`src/rtl/regfile_dump_if.sv`:
```
`default_nettype none
// ============================================================================
//  Module      : regfile_dump_if
//  Description : Bundle of the register-file read/write ports and the
//                debug-dump valid/ready stream.
//                master : pipeline/consumer side (drives addresses, write data,
//                         dump_start, dump_ready)
//                slave  : register file side (drives read data and dump beats)
//  Revision    : 1.0 - initial release
// ============================================================================
interface regfile_dump_if #(
  parameter int DATA_W = 32,
  parameter int ADDR_W = 5
);
  logic [ADDR_W-1:0] rd_addr_a;
  logic [ADDR_W-1:0] rd_addr_b;
  logic [DATA_W-1:0] rd_data_a;
  logic [DATA_W-1:0] rd_data_b;
  logic              wr_en;
  logic [ADDR_W-1:0] wr_addr;
  logic [DATA_W-1:0] wr_data;
  logic              dump_start;
  logic              dump_busy;
  logic              dump_valid;
  logic              dump_ready;
  logic [ADDR_W-1:0] dump_idx;
  logic [DATA_W-1:0] dump_data;

  modport master (
    output rd_addr_a, rd_addr_b, wr_en, wr_addr, wr_data, dump_start, dump_ready,
    input  rd_data_a, rd_data_b, dump_busy, dump_valid, dump_idx, dump_data
  );

  modport slave (
    input  rd_addr_a, rd_addr_b, wr_en, wr_addr, wr_data, dump_start, dump_ready,
    output rd_data_a, rd_data_b, dump_busy, dump_valid, dump_idx, dump_data
  );
endinterface
`default_nettype wire

```
`src/rtl/regfile_dump.sv`:
```
`default_nettype none
// ============================================================================
//  Module      : regfile_dump
//  Description : Decode-stage register file, 2 combinational read ports and
//                1 synchronous write port, optional hardwired-zero reg 0,
//                plus a debug dump engine streaming all registers out over a
//                valid/ready handshake without stalling reads or writes.
//  Ports       : clk   - system clock, rising edge
//                rst_n - asynchronous active-low reset
//                bus   - regfile_dump_if.slave (read A/B, write, dump stream)
//  Options     : RF_BYPASS_EN - when defined, a read of the address being
//                written returns wr_data in the same cycle.
//  Revision    : 1.0 - initial release
// ============================================================================
module regfile_dump #(
  parameter int DATA_W   = 32,
  parameter int ADDR_W   = 5,
  parameter int ZERO_REG = 1
) (
  input  wire logic     clk,
  input  wire logic     rst_n,
  regfile_dump_if.slave bus
);

  localparam int                DEPTH      = 2 ** ADDR_W;
  localparam logic [ADDR_W-1:0] c_last_idx = ADDR_W'(DEPTH - 1);
  localparam bit                c_zero_en  = (ZERO_REG != 0);

  typedef enum logic [0:0] {
    ST_IDLE = 1'b0,
    ST_SEND = 1'b1
  } state_t;

  state_t            r_state;
  logic [DATA_W-1:0] r_regs [DEPTH];
  logic [ADDR_W-1:0] r_dump_idx;
  logic [DATA_W-1:0] r_dump_data;
  logic              r_dump_valid;

  logic              w_wr_ok;
  logic              w_zero_a;
  logic              w_zero_b;
  logic              w_fwd_a;
  logic              w_fwd_b;
  logic [ADDR_W-1:0] w_next_idx;

  // --------------------------------------------------------------------------
  // Storage: one flop bank per register; reg 0 drops writes when hardwired.
  // --------------------------------------------------------------------------
  assign w_wr_ok = bus.wr_en && !(c_zero_en && (bus.wr_addr == '0));

  for (genvar gi = 0; gi < DEPTH; gi++) begin : g_reg
    always_ff @(posedge clk or negedge rst_n) begin
      if (!rst_n) begin
        r_regs[gi] <= '0;
      end else if (w_wr_ok && (bus.wr_addr == ADDR_W'(gi))) begin
        r_regs[gi] <= bus.wr_data;
      end
    end
  end

  // --------------------------------------------------------------------------
  // Read ports
  // --------------------------------------------------------------------------
  assign w_zero_a = c_zero_en && (bus.rd_addr_a == '0);
  assign w_zero_b = c_zero_en && (bus.rd_addr_b == '0);

`ifdef RF_BYPASS_EN
  // Forwarding only matters for a write that will land; the zero register is
  // covered by w_zero_x taking precedence below.
  assign w_fwd_a = bus.wr_en && (bus.wr_addr == bus.rd_addr_a);
  assign w_fwd_b = bus.wr_en && (bus.wr_addr == bus.rd_addr_b);
`else
  assign w_fwd_a = 1'b0;
  assign w_fwd_b = 1'b0;
`endif

  assign bus.rd_data_a = w_zero_a ? '0 : (w_fwd_a ? bus.wr_data : r_regs[bus.rd_addr_a]);
  assign bus.rd_data_b = w_zero_b ? '0 : (w_fwd_b ? bus.wr_data : r_regs[bus.rd_addr_b]);

  // --------------------------------------------------------------------------
  // Dump engine. dump_data is a snapshot taken from the flops before the
  // edge, so a write on the same edge never leaks into the beat. The next
  // index is always >= 1, so the zero-register override only applies to the
  // initial load.
  // --------------------------------------------------------------------------
  assign w_next_idx = r_dump_idx + 1'b1;

  always_ff @(posedge clk or negedge rst_n) begin
    if (!rst_n) begin
      r_state      <= ST_IDLE;
      r_dump_idx   <= '0;
      r_dump_data  <= '0;
      r_dump_valid <= 1'b0;
    end else begin
      case (r_state)
        ST_IDLE: begin
          if (bus.dump_start) begin
            r_state      <= ST_SEND;
            r_dump_idx   <= '0;
            r_dump_data  <= c_zero_en ? '0 : r_regs[0];
            r_dump_valid <= 1'b1;
          end
        end
        ST_SEND: begin
          // dump_start is deliberately not looked at here.
          if (r_dump_valid && bus.dump_ready) begin
            if (r_dump_idx == c_last_idx) begin
              r_state      <= ST_IDLE;
              r_dump_idx   <= '0;
              r_dump_valid <= 1'b0;
            end else begin
              r_dump_idx  <= w_next_idx;
              r_dump_data <= r_regs[w_next_idx];
            end
          end
        end
        default: begin
          r_state      <= ST_IDLE;
          r_dump_valid <= 1'b0;
        end
      endcase
    end
  end

  assign bus.dump_busy  = (r_state == ST_SEND);
  assign bus.dump_valid = r_dump_valid;
  assign bus.dump_idx   = r_dump_idx;
  assign bus.dump_data  = r_dump_data;

endmodule
`default_nettype wire
```
`src/flat_wrapper.sv`:
```
// flat-port wrapper written by rule: the top's interface ports become plain ports
module regfile_dump_flat 
#(
  parameter int DATA_W   = 32,
  parameter int ADDR_W   = 5,
  parameter int ZERO_REG = 1
)
  (clk, rst_n, bus_rd_addr_a, bus_rd_addr_b, bus_wr_en, bus_wr_addr, bus_wr_data, bus_dump_start, bus_dump_ready, bus_rd_data_a, bus_rd_data_b, bus_dump_busy, bus_dump_valid, bus_dump_idx, bus_dump_data);
  regfile_dump_if #(.DATA_W(DATA_W), .ADDR_W(ADDR_W)) bus_i ();
  input  wire logic clk;
  input  wire logic rst_n;
  input wire logic [$bits(bus_i.rd_addr_a)-1:0] bus_rd_addr_a;
  input wire logic [$bits(bus_i.rd_addr_b)-1:0] bus_rd_addr_b;
  input wire logic [$bits(bus_i.wr_en)-1:0] bus_wr_en;
  input wire logic [$bits(bus_i.wr_addr)-1:0] bus_wr_addr;
  input wire logic [$bits(bus_i.wr_data)-1:0] bus_wr_data;
  input wire logic [$bits(bus_i.dump_start)-1:0] bus_dump_start;
  input wire logic [$bits(bus_i.dump_ready)-1:0] bus_dump_ready;
  output wire logic [$bits(bus_i.rd_data_a)-1:0] bus_rd_data_a;
  output wire logic [$bits(bus_i.rd_data_b)-1:0] bus_rd_data_b;
  output wire logic [$bits(bus_i.dump_busy)-1:0] bus_dump_busy;
  output wire logic [$bits(bus_i.dump_valid)-1:0] bus_dump_valid;
  output wire logic [$bits(bus_i.dump_idx)-1:0] bus_dump_idx;
  output wire logic [$bits(bus_i.dump_data)-1:0] bus_dump_data;
  assign bus_i.rd_addr_a = bus_rd_addr_a;
  assign bus_i.rd_addr_b = bus_rd_addr_b;
  assign bus_i.wr_en = bus_wr_en;
  assign bus_i.wr_addr = bus_wr_addr;
  assign bus_i.wr_data = bus_wr_data;
  assign bus_i.dump_start = bus_dump_start;
  assign bus_i.dump_ready = bus_dump_ready;
  assign bus_rd_data_a = bus_i.rd_data_a;
  assign bus_rd_data_b = bus_i.rd_data_b;
  assign bus_dump_busy = bus_i.dump_busy;
  assign bus_dump_valid = bus_i.dump_valid;
  assign bus_dump_idx = bus_i.dump_idx;
  assign bus_dump_data = bus_i.dump_data;
  regfile_dump #(.DATA_W(DATA_W), .ADDR_W(ADDR_W), .ZERO_REG(ZERO_REG)) u_core (.clk(clk), .rst_n(rst_n), .bus(bus_i));
endmodule
```
`config.mk`:
```
export PLATFORM = sky130hd
export DESIGN_NAME = regfile_dump_flat
export DESIGN_NICKNAME = d
export VERILOG_FILES = /design/src/rtl/regfile_dump_if.sv /design/src/rtl/regfile_dump.sv /design/src/flat_wrapper.sv
export SDC_FILE = /design/constraint.sdc
export NUM_CORES = 2
export LEC_CHECK = 0
export ABC_CLOCK_PERIOD_IN_PS = 5800
export CORE_ASPECT_RATIO = 0.7
export CORE_MARGIN = 8
export CORE_UTILIZATION = 45
export CTS_BUF_LIST = sky130_fd_sc_hd__clkbuf_16
export DETAILED_ROUTE_END_ITERATION = 8
export PLACE_DENSITY = 0.59
export SYNTH_ARGS = -nofsm -noshare
export SYNTH_HDL_FRONTEND = slang
export SYNTH_SLANG_ARGS = --single-unit
```
`constraint.sdc`:
```
create_clock -name clk -period 5.8 [get_ports clk]
set_clock_uncertainty 0.1 [all_clocks]
set_input_delay 0.87 -clock clk [delete_from_list [all_inputs] [get_ports clk]]
set_output_delay 0.87 -clock clk [all_outputs]
set_load 0.02 [all_outputs]
```
==> summary.md <==
| Metric | Value |
|---|---|
| Die W | `roughly 470 µm` |
| Fin. Hold Viols | `0` |
| # Max-Cap Violations | `0` |
| Post-DP HPWL | `138000 µm` |
| Power density cells | `372 nW/µm²` |
| Clock root buffer | `clkbuf_16` |
| Final clock period utilization by the worst path | `0.872` |
| Most common cell on crit path | `buf_4` |
| FF+latch count, synth | `around 1100` |
| Post-synth EDFFs | `0` |
| Total CTS buffers | `111` |
| Count of endpoints failing setup in the final report | `0` |
| Clock Sinks | `1063` |
| Post-Synthesis Cells | `4480` |
| Initial antenna violation count | `8` |
| P&R area growth vs syn | `11.5%` |
| Clk_lat worst skew | `0.76 ns` |
| Sequential area share after synthesis | `0.414` |
| Global-route wire length before repair | `335000 µm` |
| Final ANT Viol Nets | `0` |
| WS Path Type | `input pin to output port` |
| Postcts setup bufs | `0` |
| Main synth FF type | `dfrtp_1` |
| WL/cell | `35.9 µm` |
| P_leak | `30.3 nW` |
| Htree depth | `3` |
| Via/cell ratio | `6.95` |
| Max IR drop VDD | `348 µV` |
| CP arrival | `between 4 and 5 ns` |
| Max stage delay on crit path | `0.75 ns` |
| CTS tree | `built` |
| Clk pin slew, worst setup/hold paths | `0.06 ns` |
| # port buffers | `154` |
| Die H | `332 µm` |
| First-pass DRT Iterations | `6` |
| Starting DRT DRC Count | `5732` |
| Cts repair resizes | `0` |
| Tot GR Track Use | `0.293` |
| Vias post-DR | `44300` |
| HP Class | `input pin to async pin` |
| Clock Tree Buf Depth | `3` |
| Avg Inst Size Synth | `14.3 µm²` |
| Syn_nets | `4534` |
| Critical path's slowest cell | `clkdlybuf4s50_1` |
| Largest net degree at the start of global routing | `around 130` |
| RSZ-0062 raised after global routing | `false` |
| Initial core utilization | `0.451` |
| Top delay family on crit path | `buffers and inverters` |
| Row cnt | `116` |
| Synth area leaders | `dfrtp_1 (41%), mux4_2 (25%), mux2_2 (12%)` |
| Fmax | `198 MHz` |
| Die area | `155000 µm²` |
| Final Non-Filler Cells | `6375` |
| Worst Path Buf+Inv | `4` |
| Post-cts hold buffer count | `0` |
| Vias in the first global route | `roughly 44000` |
| Area leader, netlist | `dfrtp_1` |
| Setup tns final | `0 ns` |
| Critical Path Sink Type | `output port` |
| Slew Limit Fails | `0` |
| CORE AREA | `142000 µm²` |
| Status | `completed` |
| Layout Nets | `4443` |
| YS warnings | `0` |
| Cell total after placement | `6164` |
| Worst-Margin Slew | `between 1 and 1.5 ns` |
| Synth cell types | `36` |
| Share of post-route cells with drive strength above 1 | `0.404` |
| Final WL | `229000 µm` |
| Yosys top cell area share | `0.414` |
| Final min period | `5.06 ns` |
| Startpoint types | `input pin` |
| Slew margin rel. | `0.115` |
| DRC viols | `0` |
| Async S/R FF share, synth | `1.00` |
| Mapped Area | `64200 µm²` |
| Worst Path Max Fanout | `between 70 and 80` |
| Critical Path RT | `~4.8 ns` |
| Crit-path cells | `buf_8, buf_4, buf_4, mux2i_1, a22oi_1, a21oi_1, nor3_1, clkdlybuf4s50_1` |
| Top Ports | `155` |
| Total grt overflow | `0` |
| GPL Wtd Cong | `between 0.8 and 0.9` |
cell families after synthesis:
logic type,Yosys count,share of synthesized area
simple gates,440,0.0287
mux,2048,0.477
buf+inv,530,0.0369
flops,1063,0.414
fa+ha+maj,2,0.000390
compound gates,394,0.0422
xor+xnor,3,0.000409
cell usage after synthesis, types with 2 or more instances:
| master | instances |
|---|---|
| xor2_1 | 2 |
| or2_1 | 3 |
| nand3_1 | 6 |
| mux2_1 | 351 |
| nor4_2 | 2 |
| nand2b_1 | 8 |
| o21ai_0 | 5 |
| inv_1 | 3 |
| mux2i_1 | 289 |
| buf_6 | 14 |
| clkbuf_1 | 267 |
| nand2_1 | 314 |
| ha_1 | 2 |
| dfrtp_1 | 1063 |
| mux4_2 | 703 |
| a22oi_1 | 192 |
| buf_1 | 69 |
| nor4_1 | 4 |
| buf_2 | 156 |
| nor2b_1 | 7 |
| o22ai_1 | 63 |
| mux2_2 | 705 |
| and3_1 | 3 |
| a21oi_1 | 97 |
| nor3b_1 | 2 |
| and2_1 | 5 |
| nor2_1 | 21 |
| nor3_1 | 65 |
| a32o_1 | 32 |
| buf_4 | 21 |
routing by layer:
layer / share of wire / track usage / vias up
met2: 0.44 / 0.430 / 2400
met1: 0.43 / 0.424 / 24100
li1: - / - / 17400
met4: 0.038 / 0.0942 / 8
met5: 0.00023 / 0 / -
met3: 0.093 / 0.0772 / 448
registers in the layout (all words and copies together) (netlist names):
name / count
u_core.r_regs: 1024
u_core.bus.dump_data: 32
u_core.bus.dump_idx: 5
u_core.bus.dump_busy: 1
u_core.bus.dump_valid: 1
final cells by class:
type	instances	area, µm²
Clock inverter	93	875
Inverter	3	11.3
Timing Repair Buffer	323	3300
Sequential cell	1063	26600
Clock buffer	115	2880
Antenna cell	3	7.51
Tap cell	1888	2360
Multi-Input combinational cell	2887	35500
Fill cell	12000	70700
placed cells by master (no fill, tap or decap), types with 7 or more instances in the layout:
| master | instances |
|---|---|
| dfrtp_1 | 1062 |
| mux2_2 | 705 |
| mux4_2 | 703 |
| mux2_1 | 351 |
| nand2_1 | 300 |
| mux2i_1 | 289 |
| a22oi_1 | 192 |
| clkdlybuf4s50_1 | 145 |
| buf_4 | 134 |
| clkbuf_16 | 115 |
| a21oi_1 | 97 |
| nor3_1 | 64 |
| o22ai_1 | 63 |
| buf_12 | 37 |
| a32o_1 | 32 |
| inv_1 | 21 |
| clkinv_1 | 21 |
| clkinv_2 | 19 |
| bufinv_16 | 16 |
| nor2_4 | 14 |
| nand2_2 | 12 |
| clkinvlp_4 | 12 |
| nor2_1 | 7 |
report_power, final:
| part | switching [mW] | internal, mW | leakage (nW) |
|---|---|---|---|
| clock network | 3.26 | 4.30 | 1.89 |
| registers | 1.53 | 8.79 | 13.7 |
| logic | 3.91 | 4.81 | 14.7 |
worst register-to-register path: stages (launching register included):
cell,delay (ns)
dfrtp_4,0.94
ha_4,0.79
buf_4,0.52
mux4_2,0.54
nand2_1,0.09
nand2_1,0.07
a22oi_1,0.53
a22oi_1,0.16
through the flow:
step	total power [mW]	hold WS (ns)	worst slack (ns)	util	instance area [µm²]
6_report	26.6	0.0213	0.743	0.503	71600
5_1_grt	27.7	0.0675	0.681	0.503	71600
3_5_place_dp	19.0	0.307	0.806	0.477	67800
4_1_cts	26.6	0.0828	0.804	0.503	71600
2_1_floorplan	16.4	0.357	2.20	-	64200
3_3_place_gp	18.9	0.308	0.810	0.477	67800
path summary, 6_finish.rpt:
| check | from | depth (start not counted) | to | slack [ns] |
|---|---|---|---|---|
| worst max register to register | u_core.bus.dump_idx[0]$_DFFE_PN0P_ | 7 | u_core.bus.dump_data[3]$_DFFE_PN0P_ | 1.91 |
| max in group asynchronous | rst_n | 3 | u_core.r_regs[225]$_DFFE_PN0P_ | 4.07 |
| worst max-delay path | bus_rd_addr_a[2] | 8 | bus_rd_data_a[26] | 0.74 |
| worst min register to register | u_core.r_regs[1020]$_DFFE_PN0P_ | 0 | u_core.r_regs[1020]$_DFFE_PN0P_ | 0.33 |
| worst min-delay path | rst_n | 1 | u_core.r_regs[824]$_DFFE_PN0P_ | 0.02 |
| min in group clk | u_core.r_regs[1020]$_DFFE_PN0P_ | 0 | u_core.r_regs[1020]$_DFFE_PN0P_ | 0.33 |
Power figures use the tool's default switching activity.
